--- src/rtl/dvs_pkg.sv ---
// Shared types and constants for the DVS packet decoder.
// DVS_CHECKSUM_EN adds the trailing checksum byte and its state.
package dvs_pkg;

  localparam int unsigned DVS_COORD_W = 7;
  localparam int unsigned CNT_W       = 8;

`ifdef DVS_CHECKSUM_EN
  typedef enum logic [2:0] {StSync, StX, StY, StFlags, StCsum} dvs_state_e;
`else
  typedef enum logic [1:0] {StSync, StX, StY, StFlags} dvs_state_e;
`endif

  typedef struct packed {
    logic [DVS_COORD_W-1:0] x;
    logic [DVS_COORD_W-1:0] y;
    logic                   pol;
  } dvs_event_t;

endpackage

--- src/rtl/sat_counter.sv ---
// Saturating up-counter with synchronous active-high reset.
module sat_counter #(
  parameter int unsigned Width = 8
) (
  input  logic             clk,
  input  logic             rst,
  input  logic             inc_i,
  output logic [Width-1:0] count_o
);

  logic [Width-1:0] count_q, count_d;

  always_comb begin
    count_d = count_q;
    if (inc_i && (count_q != {Width{1'b1}})) begin
      count_d = count_q + 1'b1;
    end
  end

  always_ff @(posedge clk) begin
    if (rst) begin
      count_q <= '0;
    end else begin
      count_q <= count_d;
    end
  end

  assign count_o = count_q;

endmodule

--- src/rtl/dvs_packet_decoder.sv ---
// Decodes UART byte packets (SYNC, X, Y, FLAGS[, CSUM]) into a ready/valid DVS event stream.
// Define DVS_CHECKSUM_EN to enable the 5-byte packet with XOR checksum.
module dvs_packet_decoder
  import dvs_pkg::*;
#(
  parameter logic [7:0]  SYNC_BYTE    = 8'hAA,
  parameter int unsigned TIMEOUT_CLKS = 20000
) (
  input  logic                   clk,
  input  logic                   rst,
  input  logic [7:0]             rx_data,
  input  logic                   rx_valid,
  output logic                   ev_valid,
  input  logic                   ev_ready,
  output logic [DVS_COORD_W-1:0] ev_x,
  output logic [DVS_COORD_W-1:0] ev_y,
  output logic                   ev_pol,
  output logic [CNT_W-1:0]       csum_err_cnt,
  output logic [CNT_W-1:0]       drop_cnt,
  output logic [CNT_W-1:0]       frame_err_cnt,
  output logic                   busy
);

  localparam int unsigned     GapW    = $clog2(TIMEOUT_CLKS) + 1;
  localparam logic [GapW-1:0] GapLast = GapW'(TIMEOUT_CLKS - 1);

  dvs_state_e      state_q, state_d;
  dvs_event_t      pkt_q, pkt_d;
  dvs_event_t      ev_q, ev_d;
  logic            ev_valid_q, ev_valid_d;
  logic [GapW-1:0] gap_q, gap_d;
  logic            complete, frame_inc, csum_inc, drop_inc;
`ifdef DVS_CHECKSUM_EN
  logic [7:0]      csum_q, csum_d;
`endif

  always_comb begin
    state_d   = state_q;
    pkt_d     = pkt_q;
    gap_d     = gap_q;
    complete  = 1'b0;
    frame_inc = 1'b0;
    csum_inc  = 1'b0;
`ifdef DVS_CHECKSUM_EN
    csum_d    = csum_q;
`endif
    if (rx_valid) begin
      gap_d = '0;
      unique case (state_q)
        StSync: if (rx_data == SYNC_BYTE) state_d = StX;
        StX: begin
          if (rx_data[7]) begin
            frame_inc = 1'b1;
            state_d   = StSync;
          end else begin
            pkt_d.x = rx_data[6:0];
            state_d = StY;
          end
`ifdef DVS_CHECKSUM_EN
          csum_d = rx_data;
`endif
        end
        StY: begin
          if (rx_data[7]) begin
            frame_inc = 1'b1;
            state_d   = StSync;
          end else begin
            pkt_d.y = rx_data[6:0];
            state_d = StFlags;
          end
`ifdef DVS_CHECKSUM_EN
          csum_d = csum_q ^ rx_data;
`endif
        end
        StFlags: begin
          pkt_d.pol = rx_data[0];
`ifdef DVS_CHECKSUM_EN
          csum_d  = csum_q ^ rx_data;
          state_d = StCsum;
`else
          complete = 1'b1;
          state_d  = StSync;
`endif
        end
`ifdef DVS_CHECKSUM_EN
        StCsum: begin
          if (rx_data == csum_q) complete = 1'b1;
          else                   csum_inc = 1'b1;
          state_d = StSync;
        end
`endif
      endcase
    end else if (state_q != StSync) begin
      // A byte arriving on the expiry cycle takes priority over the timeout.
      if (gap_q == GapLast) begin
        frame_inc = 1'b1;
        state_d   = StSync;
      end else begin
        gap_d = gap_q + 1'b1;
      end
    end
    if (state_d == StSync) gap_d = '0;
  end

  always_comb begin
    ev_d       = ev_q;
    ev_valid_d = ev_valid_q;
    drop_inc   = 1'b0;
    if (ev_valid_q && ev_ready) ev_valid_d = 1'b0;
    if (complete) begin
      if (!ev_valid_q || ev_ready) begin
        ev_d       = pkt_d;
        ev_valid_d = 1'b1;
      end else begin
        drop_inc = 1'b1;
      end
    end
  end

  always_ff @(posedge clk) begin
    if (rst) begin
      state_q    <= StSync;
      pkt_q      <= '0;
      ev_q       <= '0;
      ev_valid_q <= 1'b0;
      gap_q      <= '0;
`ifdef DVS_CHECKSUM_EN
      csum_q     <= '0;
`endif
    end else begin
      state_q    <= state_d;
      pkt_q      <= pkt_d;
      ev_q       <= ev_d;
      ev_valid_q <= ev_valid_d;
      gap_q      <= gap_d;
`ifdef DVS_CHECKSUM_EN
      csum_q     <= csum_d;
`endif
    end
  end

  sat_counter #(.Width(CNT_W)) u_csum_cnt (
    .clk     (clk),
    .rst     (rst),
    .inc_i   (csum_inc),
    .count_o (csum_err_cnt)
  );

  sat_counter #(.Width(CNT_W)) u_drop_cnt (
    .clk     (clk),
    .rst     (rst),
    .inc_i   (drop_inc),
    .count_o (drop_cnt)
  );

  sat_counter #(.Width(CNT_W)) u_frame_cnt (
    .clk     (clk),
    .rst     (rst),
    .inc_i   (frame_inc),
    .count_o (frame_err_cnt)
  );

  assign ev_valid = ev_valid_q;
  assign ev_x     = ev_q.x;
  assign ev_y     = ev_q.y;
  assign ev_pol   = ev_q.pol;
  assign busy     = (state_q != StSync);

endmodule

--- config.mk ---
export PLATFORM = sky130hd
export DESIGN_NAME = dvs_packet_decoder
export DESIGN_NICKNAME = d
export VERILOG_FILES = /design/src/rtl/dvs_pkg.sv /design/src/rtl/sat_counter.sv /design/src/rtl/dvs_packet_decoder.sv
export SDC_FILE = /design/constraint.sdc
export NUM_CORES = 1
export LEC_CHECK = 0
export CORE_MARGIN = 4
export CORE_UTILIZATION = 47
export DETAILED_ROUTE_END_ITERATION = 8
export MAX_ROUTING_LAYER = met4
export PLACE_DENSITY = 0.73
export REMOVE_ABC_BUFFERS = 1
export SYNTH_ARGS = -nofsm -noshare
export SYNTH_HDL_FRONTEND = slang
export SYNTH_SLANG_ARGS = --single-unit
--- constraint.sdc ---
create_clock -name clk -period 3.7 [get_ports clk]
set_input_delay 0.555 -clock clk [delete_from_list [all_inputs] [get_ports clk]]
set_output_delay 0.555 -clock clk [all_outputs]
set_load 0.05 [all_outputs]
==> summary.md <==
| Metric | Value |
|---|---|
| GRT Resource Usage Total | between 15 and 20% |
| Die height | between 80 and 90 µm |
| CP Data Arrival Time | around 2.1 ns |
| Grt ovf | 0 |
| Seq cells post-synth | 64 |
| Crit path to | busy |
| Row cnt | 28 |
| Crit path setup slack, layout | between 1 and 1.5 ns |
| Power Dens Cells | 383 nW/µm² |
| Vias per cell | approximately 5.2 |
| Pin count of the biggest net entering global routing | 49 |
| Max frequency | around 380 MHz |
| Clk pwr share | between 40% and 50% |
| Sw Ratio | between 20% and 30% |
| Hpwl dp | 4.00 mm |
| Synth area leader | dfxtp_1 |
| Area delta synth->final | 23.3% |
| Top post-synthesis cells by area | dfxtp_1, nor2_1, mux2i_1 |
| WL/cell | between 10 and 15 µm |
| Final #Nets | between 300 and 400 |
| Final ANT Viol Nets | 0 |
| Core Region | between 5000 and 6000 µm² |
| Internal | 1050 µW |
| Mapped Cells | 317 |
| CP max FO | 9 |
| First-pass GRT wire length | between 9 and 10 mm |
| Hold Crit Class | reg2reg |
| Port Buffers | between 40 and 50 |
| RSZ-0062 raised after global routing | false |
| Antenna fix cells | 0 |
| Max-slew violation count | 0 |
| Clk sinks | 64 |
| Final Hold Viols | 0 |
| Status | completed |
| Worst slew margin | 53.8% |
| Die W | around 86 µm |
| Synth top area share | between 40% and 50% |
| FF-to-FF End | u_frame_cnt.count_o[3]$_SDFFE_PP0P_ |
| Post-CTS setup repair buffer count | 0 |
| Worst-path clk slew | about 0.070 ns |
| Async set-reset flop share out of synthesis | 0% |
| Final setup viols | 0 |
| Worst r2r path cells | 5 |
| Worst Setup SP | state_q[1]$_SDFF_PP0_ |
| Pre-CTS WS | between 1 and 1.5 ns |
| Routed Wire Length | 5.74 mm |
| Post-synth EDFFs | 0 |
| Detailed Route Iter0 Violations | around 130 |
| Syn Std Cell Area | ~2800 µm² |
| Flop pwr share | 51.8% |
| Sw Pwr | around 290 µW |
| Initial Util | 48.1% |
| Max cap viols | 0 |
| CTS tree | built |
| Period minus WS final | 2.65 ns |
| Distinct cells, synth | 36 |
| Sequential area share after synthesis | a little under half |
| Synth cell count leaders | dfxtp_1, nor2_1, a211oi_1, nand2_1, mux2i_1 |
| Actual slew at the worst max-slew pin | approximately 0.69 ns |
| Top-count cell post-synth | dfxtp_1 |
| Syn avg cell area | about 9 µm² |
| Longest Clk Path Bufs | 2 |
| TritonCTS Buffers | 9 |
| Filler cell count | ~550 |
| Die Footprint | between 7000 and 8000 µm² |
| H-tree levels | 3 |
| Clk_lat worst skew | approximately 0.33 ns |
| FF-to-FF Start | gap_q[6]$_SDFFE_PP0P_ |
| Root Buffer Master | clkbuf_8 |
| CTS Hold Bufs | 0 |
| Worst path required time | about 3.1 ns |
| Max Clock Skew | roughly 0.0083 ns |
| R2R setup slack | approximately 1.5 ns |
| Comb pwr share | under 10% |
| DR vias | approximately 2300 |
| Post-cts resize count | 0 |
| CP Launch Type | flop |
| Fin crit share | 71.8% |
| Io pins | 53 |
| Number of remaining DRC errors | 0 |
| Layout cells sized above 1 | approximately 7.1% |
| Ys flop type | dfxtp_1 |
| Final TNS setup | 0 ns |
| Initial antenna violation count | 0 |
| 1st-pass router iterations | 4 |
| Vias in the first global route | 2204 |
| CP Capture Type | primary output |
| CP Class | reg2out |
| Worst ir drop on vdd | roughly 220 µV |
| Yosys warnings | 0 |
| Leak | between 0.001 and 0.0015 µW |
| GP Congestion | 0.772 |
## through the flow
stage               utilization (%)  hold WS (ns)  power (µW)  area, µm²  cells
floorplan                         -         0.460         736       2750    304
global placement               56.0         0.474         765       3300    425
detailed placement             56.0         0.485         765       3300    425
CTS                            59.3         0.502        1350       3490    439
global route                   59.3         0.524        1390       3490    439
finish                         59.3         0.498        1340       3490    439
## cells by family after synthesis
family | Yosys count | share of synthesized area (%)
mux | 17 | 6.01
xor+xnor | 21 | 6.49
compound gates | 45 | 10.1
simple gates | 134 | 23.9
other cells | 1 | 0.132
fa+ha+maj | 7 | 3.09
flops | 64 | 45.2
buf+inv | 28 | 5.04
## cells in the final DEF, fill, tap and decap left out, types with 2 or more instances in the layout
cell type / n
ha_1: 7
nand2_1: 18
a21oi_1: 10
nor2b_1: 2
clkbuf_8: 11
or3_1: 6
nor2_1: 61
nor3b_1: 2
nand4_1: 6
xnor2_1: 11
conb_1: 8
a211oi_1: 18
and3_2: 2
xor2_1: 10
buf_4: 2
nor3_1: 6
inv_1: 8
mux2i_1: 17
nand3_1: 11
nand4b_1: 4
dfxtp_1: 64
and2_1: 3
and3_1: 3
clkdlybuf4s50_1: 44
o211ai_1: 2
or4b_4: 2
o21ai_0: 13
## metal layers
| layer | global-route usage, % | up-vias | wire (µm) |
|---|---|---|---|
| met5 | - | - | 0 |
| met4 | 8.63 | 0 | 104 |
| met3 | 3.75 | 8 | 167 |
| met2 | 26.0 | 37 | 2620 |
| met1 | 22.1 | 1050 | 2850 |
| li1 | - | 1166 | - |
## power groups by stage
stage	logic, µW	registers (µW)	clock network, µW
floorplan	24.5	712	0
global placement	57.3	708	0
detailed placement	57.5	708	0
CTS	57.4	692	603
global route	61.4	692	632
finish	57.5	693	586
## how the worst min path moves through the flow
stage                                startpoint                    end  slack (ns)  cells after the start
after global placement     pkt_q[14]$_SDFF_PP0_   pkt_q[14]$_SDFF_PP0_        0.47                      2
after detailed placement    pkt_q[7]$_SDFF_PP0_    pkt_q[7]$_SDFF_PP0_        0.48                      2
after global routing      gap_q[1]$_SDFFE_PP0P_  gap_q[1]$_SDFFE_PP0P_        0.52                      2
final                       pkt_q[5]$_SDFF_PP0_    pkt_q[5]$_SDFF_PP0_        0.50                      2
after floorplan            pkt_q[10]$_SDFF_PP0_   pkt_q[10]$_SDFF_PP0_        0.46                      2
after CTS                 gap_q[1]$_SDFFE_PP0P_  gap_q[1]$_SDFFE_PP0P_        0.50                      2
## critical path, cell delays in order (launching register included)
cell             delay, ns
dfxtp_1               0.40
inv_1                 0.10
ha_1                  0.29
inv_1                 0.16
clkdlybuf4s50_1       0.82
## sequential cells by signal, summed over array words and instances (netlist names)
| register | flops |
|---|---|
| ev_x | 7 |
| state_q | 2 |
| gap_q | 16 |
| u_drop_cnt.count_o | 8 |
| u_frame_cnt.count_o | 8 |
| ev_valid | 1 |
| ev_pol | 1 |
| ev_y | 7 |
| pkt_q | 14 |
## layout make-up
type | count | area, µm² | area share (%)
multi-input cells | 232 | 1440 | 41.2
repair buffers | 46 | 455 | 13.0
clock buffers | 11 | 151 | 4.34
well taps | 75 | 93.8 | 2.69
inverters | 8 | 30.0 | 0.860
clock inverters | 3 | 42.5 | 1.22
flip-flops and latches | 64 | 1280 | 36.7
Note: power is estimated with default switching activity, not from simulation.
